File: config.mk
export PLATFORM = sky130hd
export DESIGN_NAME = id_ex_dump
export DESIGN_NICKNAME = d
export VERILOG_FILES = /design/src/rtl/id_ex_dump.sv
export SDC_FILE = /design/constraint.sdc
export NUM_CORES = 1
export LEC_CHECK = 0
export BUFFER_PORTS_ARGS = -buffer_cell sky130_fd_sc_hd__clkbuf_2
export CAP_MARGIN = 10
export CORE_ASPECT_RATIO = 0.9
export CORE_MARGIN = 5
export CORE_UTILIZATION = 59
export CTS_CLUSTER_DIAMETER = 80
export CTS_CLUSTER_SIZE = 16
export DETAILED_ROUTE_END_ITERATION = 6
export PLACE_DENSITY = 0.85
export SKIP_LAST_GASP = 1
export SLEW_MARGIN = 20
export SYNTH_ARGS = -nofsm -noshare
export SYNTH_HDL_FRONTEND = slang
export SYNTH_SLANG_ARGS = --single-unit
File: constraint.sdc
create_clock -name i_clk -period 5.3 [get_ports i_clk]
set_input_delay 0 -clock i_clk [delete_from_list [all_inputs] [get_ports i_clk]]
set_output_delay 0 -clock i_clk [all_outputs]
set_load 0.1 [all_outputs]
File: src/rtl/id_ex_dump.sv
// Snapshots the ID/EX pipeline register on request and streams it out byte by byte.
// Define DUMP_CHECKSUM_EN to append an XOR checksum byte to every frame.
module id_ex_dump #(
  parameter int unsigned INST_SZ = 32
) (
  input  logic               i_clk,
  input  logic               i_reset,
  input  logic               i_dump_req,
  input  logic               i_halt,
  input  logic               i_alu_src,
  input  logic               i_reg_dst,
  input  logic               i_jal_sel,
  input  logic               i_mem_read,
  input  logic               i_mem_write,
  input  logic               i_reg_write,
  input  logic               i_mem_to_reg,
  input  logic               i_bds_sel,
  input  logic [2:0]         i_alu_op,
  input  logic [2:0]         i_bhw,
  input  logic [INST_SZ-1:0] i_bds,
  input  logic [INST_SZ-1:0] i_read_data_1,
  input  logic [INST_SZ-1:0] i_read_data_2,
  input  logic [INST_SZ-1:0] i_instr_imm,
  input  logic [4:0]         i_instr_rt,
  input  logic [4:0]         i_instr_rd,
  input  logic [4:0]         i_instr_rs,
  output logic [7:0]         o_tx_data,
  output logic               o_tx_valid,
  input  logic               i_tx_ready,
  output logic               o_busy,
  output logic               o_done
);

  localparam int unsigned WordBytes = INST_SZ / 8;
  localparam int unsigned BaseBytes = 5 + 4 * WordBytes;
`ifdef DUMP_CHECKSUM_EN
  localparam int unsigned NumBytes  = BaseBytes + 1;
`else
  localparam int unsigned NumBytes  = BaseBytes;
`endif
  localparam int unsigned IdxW      = $clog2(NumBytes);
  localparam logic [IdxW-1:0] LastIdx = IdxW'(NumBytes - 1);

  typedef enum logic [1:0] {StIdle, StSend, StDone} state_e;

  state_e                   state_q, state_d;
  logic [IdxW-1:0]          idx_q, idx_d;
  logic [BaseBytes*8-1:0]   snap_q, snap_d;
  logic [7:0]               byte_sel;

  // Byte 0 sits in the least-significant position so byte i is snap_q[8*i +: 8].
  logic [BaseBytes*8-1:0] capture;
  assign capture = {3'b000, i_instr_rs, 3'b000, i_instr_rd, 3'b000, i_instr_rt,
                    i_instr_imm, i_read_data_2, i_read_data_1, i_bds,
                    i_bds_sel, i_alu_op, 1'b0, i_bhw,
                    i_halt, i_alu_src, i_reg_dst, i_jal_sel,
                    i_mem_read, i_mem_write, i_reg_write, i_mem_to_reg};

`ifdef DUMP_CHECKSUM_EN
  logic [7:0] cksum;
  always_comb begin
    cksum = 8'h00;
    for (int unsigned i = 0; i < BaseBytes; i++) begin
      cksum = cksum ^ snap_q[8*i +: 8];
    end
  end
`endif

  always_comb begin
    byte_sel = 8'h00;
    for (int unsigned i = 0; i < BaseBytes; i++) begin
      if (idx_q == IdxW'(i)) begin
        byte_sel = snap_q[8*i +: 8];
      end
    end
`ifdef DUMP_CHECKSUM_EN
    if (idx_q == LastIdx) begin
      byte_sel = cksum;
    end
`endif
  end

  always_comb begin
    state_d = state_q;
    idx_d   = idx_q;
    snap_d  = snap_q;
    unique case (state_q)
      StIdle: begin
        if (i_dump_req) begin
          snap_d  = capture;
          idx_d   = '0;
          state_d = StSend;
        end
      end
      StSend: begin
        if (i_tx_ready) begin
          if (idx_q == LastIdx) begin
            state_d = StDone;
          end else begin
            idx_d = idx_q + 1'b1;
          end
        end
      end
      StDone: begin
        state_d = StIdle;
      end
      default: begin
        state_d = StIdle;
      end
    endcase
  end

  always_ff @(posedge i_clk) begin
    if (!i_reset) begin
      state_q <= StIdle;
      idx_q   <= '0;
      snap_q  <= '0;
    end else begin
      state_q <= state_d;
      idx_q   <= idx_d;
      snap_q  <= snap_d;
    end
  end

  assign o_tx_valid = (state_q == StSend);
  assign o_busy     = (state_q == StSend);
  assign o_done     = (state_q == StDone);
  assign o_tx_data  = (state_q == StSend) ? byte_sel : 8'h00;

endmodule
==> flow_metrics.env, run 1 <==
export IMPL_drtIter0Drc=1150
export IMPL_chipWidth_um=135
export IMPL_syn_inst=1082
export IMPL_skew_ns=0.00534
export IMPL_ys_async_sr_fraction=0
export IMPL_internal_power_mw=2.23
export IMPL_yosysWarnings=0
export IMPL_fin_util=0.808
export IMPL_wl_per_cell_um=19.3
export IMPL_postCtsSetupRepairBufs=0
export IMPL_track_usage=0.358
export IMPL_rows=41
export IMPL_ff2ff_setup_slack_ns=2.53
export IMPL_synthFlopType="dfxtp_1"
export IMPL_cts_hold_fix_buffers=159
export IMPL_peakVddDrop_mv=0.230
export IMPL_pwr_share_seq=0.452
export IMPL_synth_edff_count=0
export IMPL_port_buffers=172
export IMPL_yosysMostFrequentCell="nand2_1"
export IMPL_status="completed"
export IMPL_crit_chain="ha_1, inv_1, nor3_1, ha_1, and3_1, a211oi_1, o21ai_0, a21oi_1, nor3_1, clkbuf_2"
export IMPL_core_area_sq_um=13900
export IMPL_fin_crit_ns=4.16
export IMPL_dp_cells=1365
export IMPL_clock_sinks=165
export IMPL_slowest_delay_ns=0.86
export IMPL_seq_area_frac_synth=0.398
export IMPL_power_density_nw_per_um2=270
export IMPL_r2r_cells=5
export IMPL_synth_area_leader_cell="dfxtp_1"
export IMPL_wirelength_um=30100
export IMPL_ctsResizeCount=0
export IMPL_setup_ws_ns=1.14
export IMPL_critical_path_startpoint="idx_q[0]"
export IMPL_worstSetupPathType="flip-flop to output pin"
export IMPL_holdCritPathClass="input port to flip-flop"
export IMPL_htree_levels=4
export IMPL_swShare=0.264
export IMPL_place_congestion=0.963
export IMPL_fin_nets=1517
export IMPL_synthTopCellsByArea="dfxtp_1, nand2_1, a21boi_0"
export IMPL_cts_tree="done"
export IMPL_fmax_mhz=240
export IMPL_cts_path_max_buffers=2
export IMPL_worst_endpoint_arrival_ns=4.16
export IMPL_setup_tns_ns=0
export IMPL_max_slew_worst_pin_slew_ns=1.11
export IMPL_drive_above_1_share=0.165
export IMPL_dieArea_sq_um=16500
export IMPL_synthTopCellsByCount="nand2_1, dfxtp_1, a21boi_0, clkbuf_1, a21oi_1"
export IMPL_cp_endpoint="o_tx_data[2]"
export IMPL_clockPowerShare=0.399
export IMPL_drc=0
export IMPL_reg2reg_from="state_q[0]"
export IMPL_cp_start_kind="flip-flop"
export IMPL_power_mw=3.03
export IMPL_cp_required_ns=5.30
export IMPL_num_io_pins=173
export IMPL_viasPerCell=5.87
export IMPL_antenna_found_initial=4
export IMPL_reg2reg_to="snap_q[57]"
export IMPL_cp_end_kind="output pin"
export IMPL_cp_max_fo=31
export IMPL_finalMaxSlewViolations=0
export IMPL_clock_latency_ns=0.44
export IMPL_fillCellCount=884
export IMPL_antenna_left=0
export IMPL_p_switching_mw=0.801
export IMPL_overflow=0
export IMPL_cts_buffers=17
export IMPL_start_util=0.597
export IMPL_synth_seq_cells=165
export IMPL_relSlewSlack=0.258
export IMPL_grt_pass1_vias=8864
export IMPL_vias=9157
export IMPL_hold_violations=0
export IMPL_drt_pass1_iter_count=7
export IMPL_combinationalPowerShare=0.149
export IMPL_die_y_um=122
export IMPL_pre_cts_ws_ns=1.70
export IMPL_root_buffer="clkbuf_16"
export IMPL_dp_hpwl_um=17000
export IMPL_drv_cap=0
export IMPL_post_route_period_util=0.785
export IMPL_seqCellArea_sq_um=3300
export IMPL_finalNonFillerCells=1559
export IMPL_setup_viol=0
export IMPL_synthesis_area_sq_um=8290
export IMPL_syn_to_final_growth_pct=35.4
export IMPL_rsz0062_at_grt="false"
export IMPL_clkTransAtPathRegs_ns=0.06
export IMPL_synth_top_cell_area_share=0.398
export IMPL_synthesis_nets=1249
export IMPL_cpMaxStageDelayCell="ha_1"
export IMPL_grt_max_degree=99
export IMPL_synth_cell_types=68
export IMPL_leakage_nw=4.55
export IMPL_grt_pass1_wl_um=46300
export IMPL_postSynthAreaPerCell_sq_um=7.66
export IMPL_multi_input_area_sq_um=4540
[power by group through the flow]
| stage | Sequential, mW | Combinational [mW] | Clock [mW] |
|---|---|---|---|
| final | 1.37 | 0.452 | 1.21 |
| after global routing | 1.37 | 0.487 | 1.26 |
| after CTS | 1.37 | 0.425 | 1.20 |
| after detailed placement | 1.39 | 0.332 | 0 |
| after global placement | 1.39 | 0.325 | 0 |
| after floorplan | 1.37 | 0.224 | 0 |
[layout make-up]
| type | instances | share of cell area |
|---|---|---|
| clock buffers | 21 | 0.0410 |
| clock inverters | 8 | 0.00925 |
| multi-input cells | 814 | 0.405 |
| diodes | 6 | 0.00134 |
| inverters | 13 | 0.00434 |
| well taps | 193 | 0.0215 |
| repair buffers | 339 | 0.224 |
| flip-flops and latches | 165 | 0.294 |
[placed cells by master, fill, tap and decap left out, types with 5 or more instances in the layout]
cell,count
a211oi_1,9
a21boi_0,160
a21o_1,7
a21oi_1,32
a221oi_1,10
and2_1,5
buf_4,9
clkbuf_16,17
clkbuf_2,171
dfxtp_1,165
diode_2,6
dlygate4sd3_1,159
inv_1,11
nand2_1,371
nand2b_1,6
nand3_1,16
nor2_1,30
nor2b_1,8
nor3_1,5
nor3b_1,5
o2111ai_1,5
o211ai_1,8
o21a_1,5
o21ai_0,26
o221ai_1,8
o22ai_1,14
[sequential cells by signal, summed over array words and instances (netlist names)]
| name | flops |
|---|---|
| snap_q | 158 |
| idx_q | 5 |
| state_q | 2 |
[critical path, delay by kind of cell (launching register included)]
family / cells / cell delay [ns]
AO/OA/AOI/OAI: 3 / 0.32
adder cells (fa/ha/maj): 2 / 1.34
buffers and inverters: 2 / 0.89
flip-flops: 1 / 0.39
AND/OR/NAND/NOR: 3 / 0.78
[cells by family after synthesis]
logic type	Yosys count	share of synthesized area
compound gates	320	0.281
buf+inv	103	0.0554
flops	165	0.398
fa+ha+maj	5	0.00754
simple gates	485	0.253
mux	2	0.00241
xor+xnor	2	0.00211
[worst min-delay path by stage]
stage,start,to,slack [ns],cells past startpoint
final,i_reset,snap_q[96],0.07,2
after global placement,i_bds[4],snap_q[20],0.24,3
after detailed placement,i_instr_rs[0],snap_q[160],0.24,3
after floorplan,i_mem_to_reg,snap_q[0],0.14,2
after global routing,i_reset,snap_q[96],0.11,2
after CTS,i_reset,snap_q[96],0.08,2
[per-layer routing]
metal	vias up	share of wire	track usage
met3	111	0.082	0.0730
li1	4257	-	-
met1	4260	0.38	0.440
met4	0	0.041	0.166
met5	-	0	0
met2	529	0.49	0.607
[metrics by stage]
step | instance area, sq um | hold slack (ns)
detailed placement | 9060 | 0.242
floorplan | 8290 | 0.145
global placement | 9060 | 0.235
finish | 11200 | 0.0743
CTS | 11200 | 0.0817
global route | 11200 | 0.109
(Power assumes the default switching activity.)
==> run 2: changes to the inputs <==
- ABC_AREA: not set -> 1
- CORE_UTILIZATION: 59 -> 54
- PLACE_DENSITY: 0.85 -> 0.8
- clock period: 5.3 -> 4.1 ns (I/O delays scaled with it)
==> run 2 against run 1 <==
Effect of this change:
- sequential share of layout area is 1.2 points higher
- sequential power rose by 34%
- count of clock-buffer cells in the layout increased by 1
- die area rose by 2.1%
- non-clock buffer count down 5
- first-iteration DRC count shrank 32%
- sequential cell count stayed put
- register-to-register slack got worse by 0.64 ns
- final cell count rose by 7.6%
- worst hold slack improved by 0.0089 ns
- wire length is 16% lower
- via count is 5.6% lower
- largest cell class unchanged
- highest routed layer unchanged
==> flow_metrics.env, run 2 <==
export IMPL_setup_tns_ns=0
export IMPL_track_usage=0.302
export IMPL_peakVddDrop_mv=0.411
export IMPL_worstSetupPathType="flip-flop to output pin"
export IMPL_vias=8645
export IMPL_regMostFlops="snap_q"
export IMPL_synthesis_nets=1350
export IMPL_power_density_nw_per_um2=381
export IMPL_layout_common_cells="nor2_1, nand2_1, o21ai_0"
export IMPL_clock_sinks=165
export IMPL_post_route_period_util=0.910
export IMPL_clkTransAtPathRegs_ns=0.06
export IMPL_fin_hold_ws_ns=0.0833
export IMPL_yosysWarnings=0
export IMPL_status="completed"
export IMPL_num_io_pins=173
export IMPL_core_area_sq_um=14100
export IMPL_worst_endpoint_arrival_ns=3.73
export IMPL_layout_commonest_cell="nor2_1"
export IMPL_syn_to_final_growth_pct=38.9
export IMPL_max_slew_worst_pin_slew_ns=0.946
export IMPL_antenna_found_initial=1
export IMPL_wirelength_um=25300
export IMPL_cp_required_ns=4.10
export IMPL_drc=0
export IMPL_wl_per_cell_um=15.1
export IMPL_fmax_mhz=268
export IMPL_cp_end_kind="output pin"
export IMPL_synthesis_area_sq_um=7760
export IMPL_start_util=0.552
export IMPL_antenna_left=0
export IMPL_cts_path_max_buffers=2
export IMPL_syn_inst=1183
export IMPL_postSynthAreaPerCell_sq_um=6.56
export IMPL_skew_ns=0.00754
export IMPL_holdCritPathClass="input port to flip-flop"
export IMPL_grt_max_degree=164
export IMPL_ys_async_sr_fraction=0
export IMPL_fillCellCount=1026
export IMPL_ctsResizeCount=0
export IMPL_drv_cap=0
export IMPL_drive_above_1_share=0.168
export IMPL_min_path_cells=3
export IMPL_grt_pass1_vias=8300
export IMPL_viasPerCell=5.15
export IMPL_r2r_cells=10
export IMPL_seq_area_frac_synth=0.425
export IMPL_synthTopCellsByCount="nor2_1, nand2_1, o21ai_0, dfxtp_1, inv_1"
export IMPL_grt_pass1_wl_um=40100
export IMPL_dieArea_sq_um=16900
export IMPL_synth_area_leader_cell="dfxtp_1"
export IMPL_synthTopCellsByArea="dfxtp_1, nor2_1, o21ai_0"
export IMPL_rsz0062_at_grt="false"
export IMPL_synthFlopType="dfxtp_1"
export IMPL_fin_crit_ns=3.73
export IMPL_place_congestion=0.862
export IMPL_leakage_nw=5.00
export IMPL_htree_levels=4
export IMPL_cp_start_kind="flip-flop"
export IMPL_chipWidth_um=136
export IMPL_rows=41
export IMPL_setup_viol=0
export IMPL_finalMaxSlewViolations=0
export IMPL_reg_largest_list="snap_q x158, idx_q x5, state_q x2"
export IMPL_synth_seq_cells=165
export IMPL_cp_max_fo=12
export IMPL_fin_nets=1639
export IMPL_synth_top_cell_area_share=0.425
export IMPL_cts_tree="done"
export IMPL_largest_reg_flops=158
export IMPL_drt_pass1_iter_count=5
export IMPL_yosysMostFrequentCell="nor2_1"
export IMPL_port_buffers=172
export IMPL_dp_hpwl_um=14300
export IMPL_hold_violations=0
export IMPL_overflow=0
export IMPL_synth_cell_types=36
export IMPL_die_y_um=124
export IMPL_relSlewSlack=0.369
export IMPL_synth_edff_count=0
export IMPL_clock_latency_ns=0.44
export IMPL_cts_buffers=17
export IMPL_root_buffer="clkbuf_16"
export IMPL_drtIter0Drc=784
[run 2: cell count changes in the layout (fill, tap and decap cells not counted), moves of 9 or more]
cell,before,now
a211oi_1,9,0
or2_2,0,14
inv_2,1,10
nand3_1,16,44
inv_1,11,60
a21oi_1,32,14
nor2_1,30,347
o22ai_1,14,1
a221oi_1,10,0
o21ai_0,26,180
a21boi_0,160,0
nand2_1,371,213
[run 2: layer usage]
layer  GRT usage  up-vias  routed length [um]  share of wire
li1            -     4310                   -              -
met1       0.373     3867               10500           0.41
met2       0.506      381               12100           0.48
met3      0.0674       87                1750          0.069
met4       0.138        0                 919          0.036
met5           0        -                   0              0
[run 2: layout make-up]
| class | count | area (sq um) | area share |
|---|---|---|---|
| well taps | 193 | 241 | 0.0224 |
| multi-input cells | 879 | 3890 | 0.361 |
| repair buffers | 334 | 2480 | 0.230 |
| clock buffers | 22 | 464 | 0.0430 |
| inverters | 75 | 289 | 0.0268 |
| diodes | 1 | 2.50 | 0.000232 |
| flip-flops and latches | 165 | 3300 | 0.306 |
| clock inverters | 9 | 104 | 0.00963 |
[run 2: metrics by stage]
| step | util | area, sq um | instances | total power [mW] | setup WS, ns |
|---|---|---|---|---|---|
| floorplan | - | 7760 | 1183 | 2.23 | 0.0403 |
| global placement | 0.613 | 8610 | 1487 | 2.41 | 1.01 |
| detailed placement | 0.613 | 8610 | 1487 | 2.42 | 0.954 |
| CTS | 0.767 | 10800 | 1677 | 4.08 | 0.435 |
| global route | 0.767 | 10800 | 1678 | 4.29 | 0.0205 |
| finish | 0.767 | 10800 | 1678 | 4.11 | 0.369 |
[run 2: path summary, 6_finish.rpt]
path                from            to  slack [ns]
max             idx_q[1]  o_tx_data[1]        0.37
min           i_dump_req    state_q[1]        0.08
max reg2reg     idx_q[0]      idx_q[3]        1.89
min reg2reg  snap_q[130]   snap_q[130]        0.48
[run 2: cells by family after synthesis]
logic type / synth area share
flip-flops: 0.425
AND/OR/NAND/NOR: 0.352
AO/OA/AOI/OAI: 0.140
buffers and inverters: 0.0738
adder cells (fa/ha/maj): 0.00806
[run 2: timing repair]
item / in CTS / in global routing
setup buffers: 0 / 0
hold buffers: 159 / 0
hold endpoints to repair: 159 / 0
[run 2: where the power goes]
| group | switching (mW) | internal, mW | total, mW |
|---|---|---|---|
| registers | 0.0868 | 1.74 | 1.83 |
| logic | 0.412 | 0.305 | 0.717 |
| clock network | 0.641 | 0.921 | 1.56 |
| total | 1.14 | 2.97 | 4.11 |
[run 2: worst max-delay path: stages (launching register included)]
cell and delay (ns):
dfxtp_1 0.35, inv_1 0.10, ha_1 0.22, inv_1 0.07, nor2_1 0.13, nand2_1 0.26
inv_1 0.24, nand2_1 0.07, nand2_1 0.07, inv_1 0.05, nand2_1 0.07, nand3_1 0.11
nand3b_1 0.11, nand2_1 0.07, nand2_1 0.06, nand2_1 0.06, nand3_1 0.09, nand3_1 0.09
nand2_1 0.11, nand2_1 0.07, nand2_1 0.07, nand2_1 0.08, nand2_1 0.06, nand2_1 0.05
nand2_1 0.06, nand2_1 0.05, nand2_1 0.07, clkbuf_2 0.46
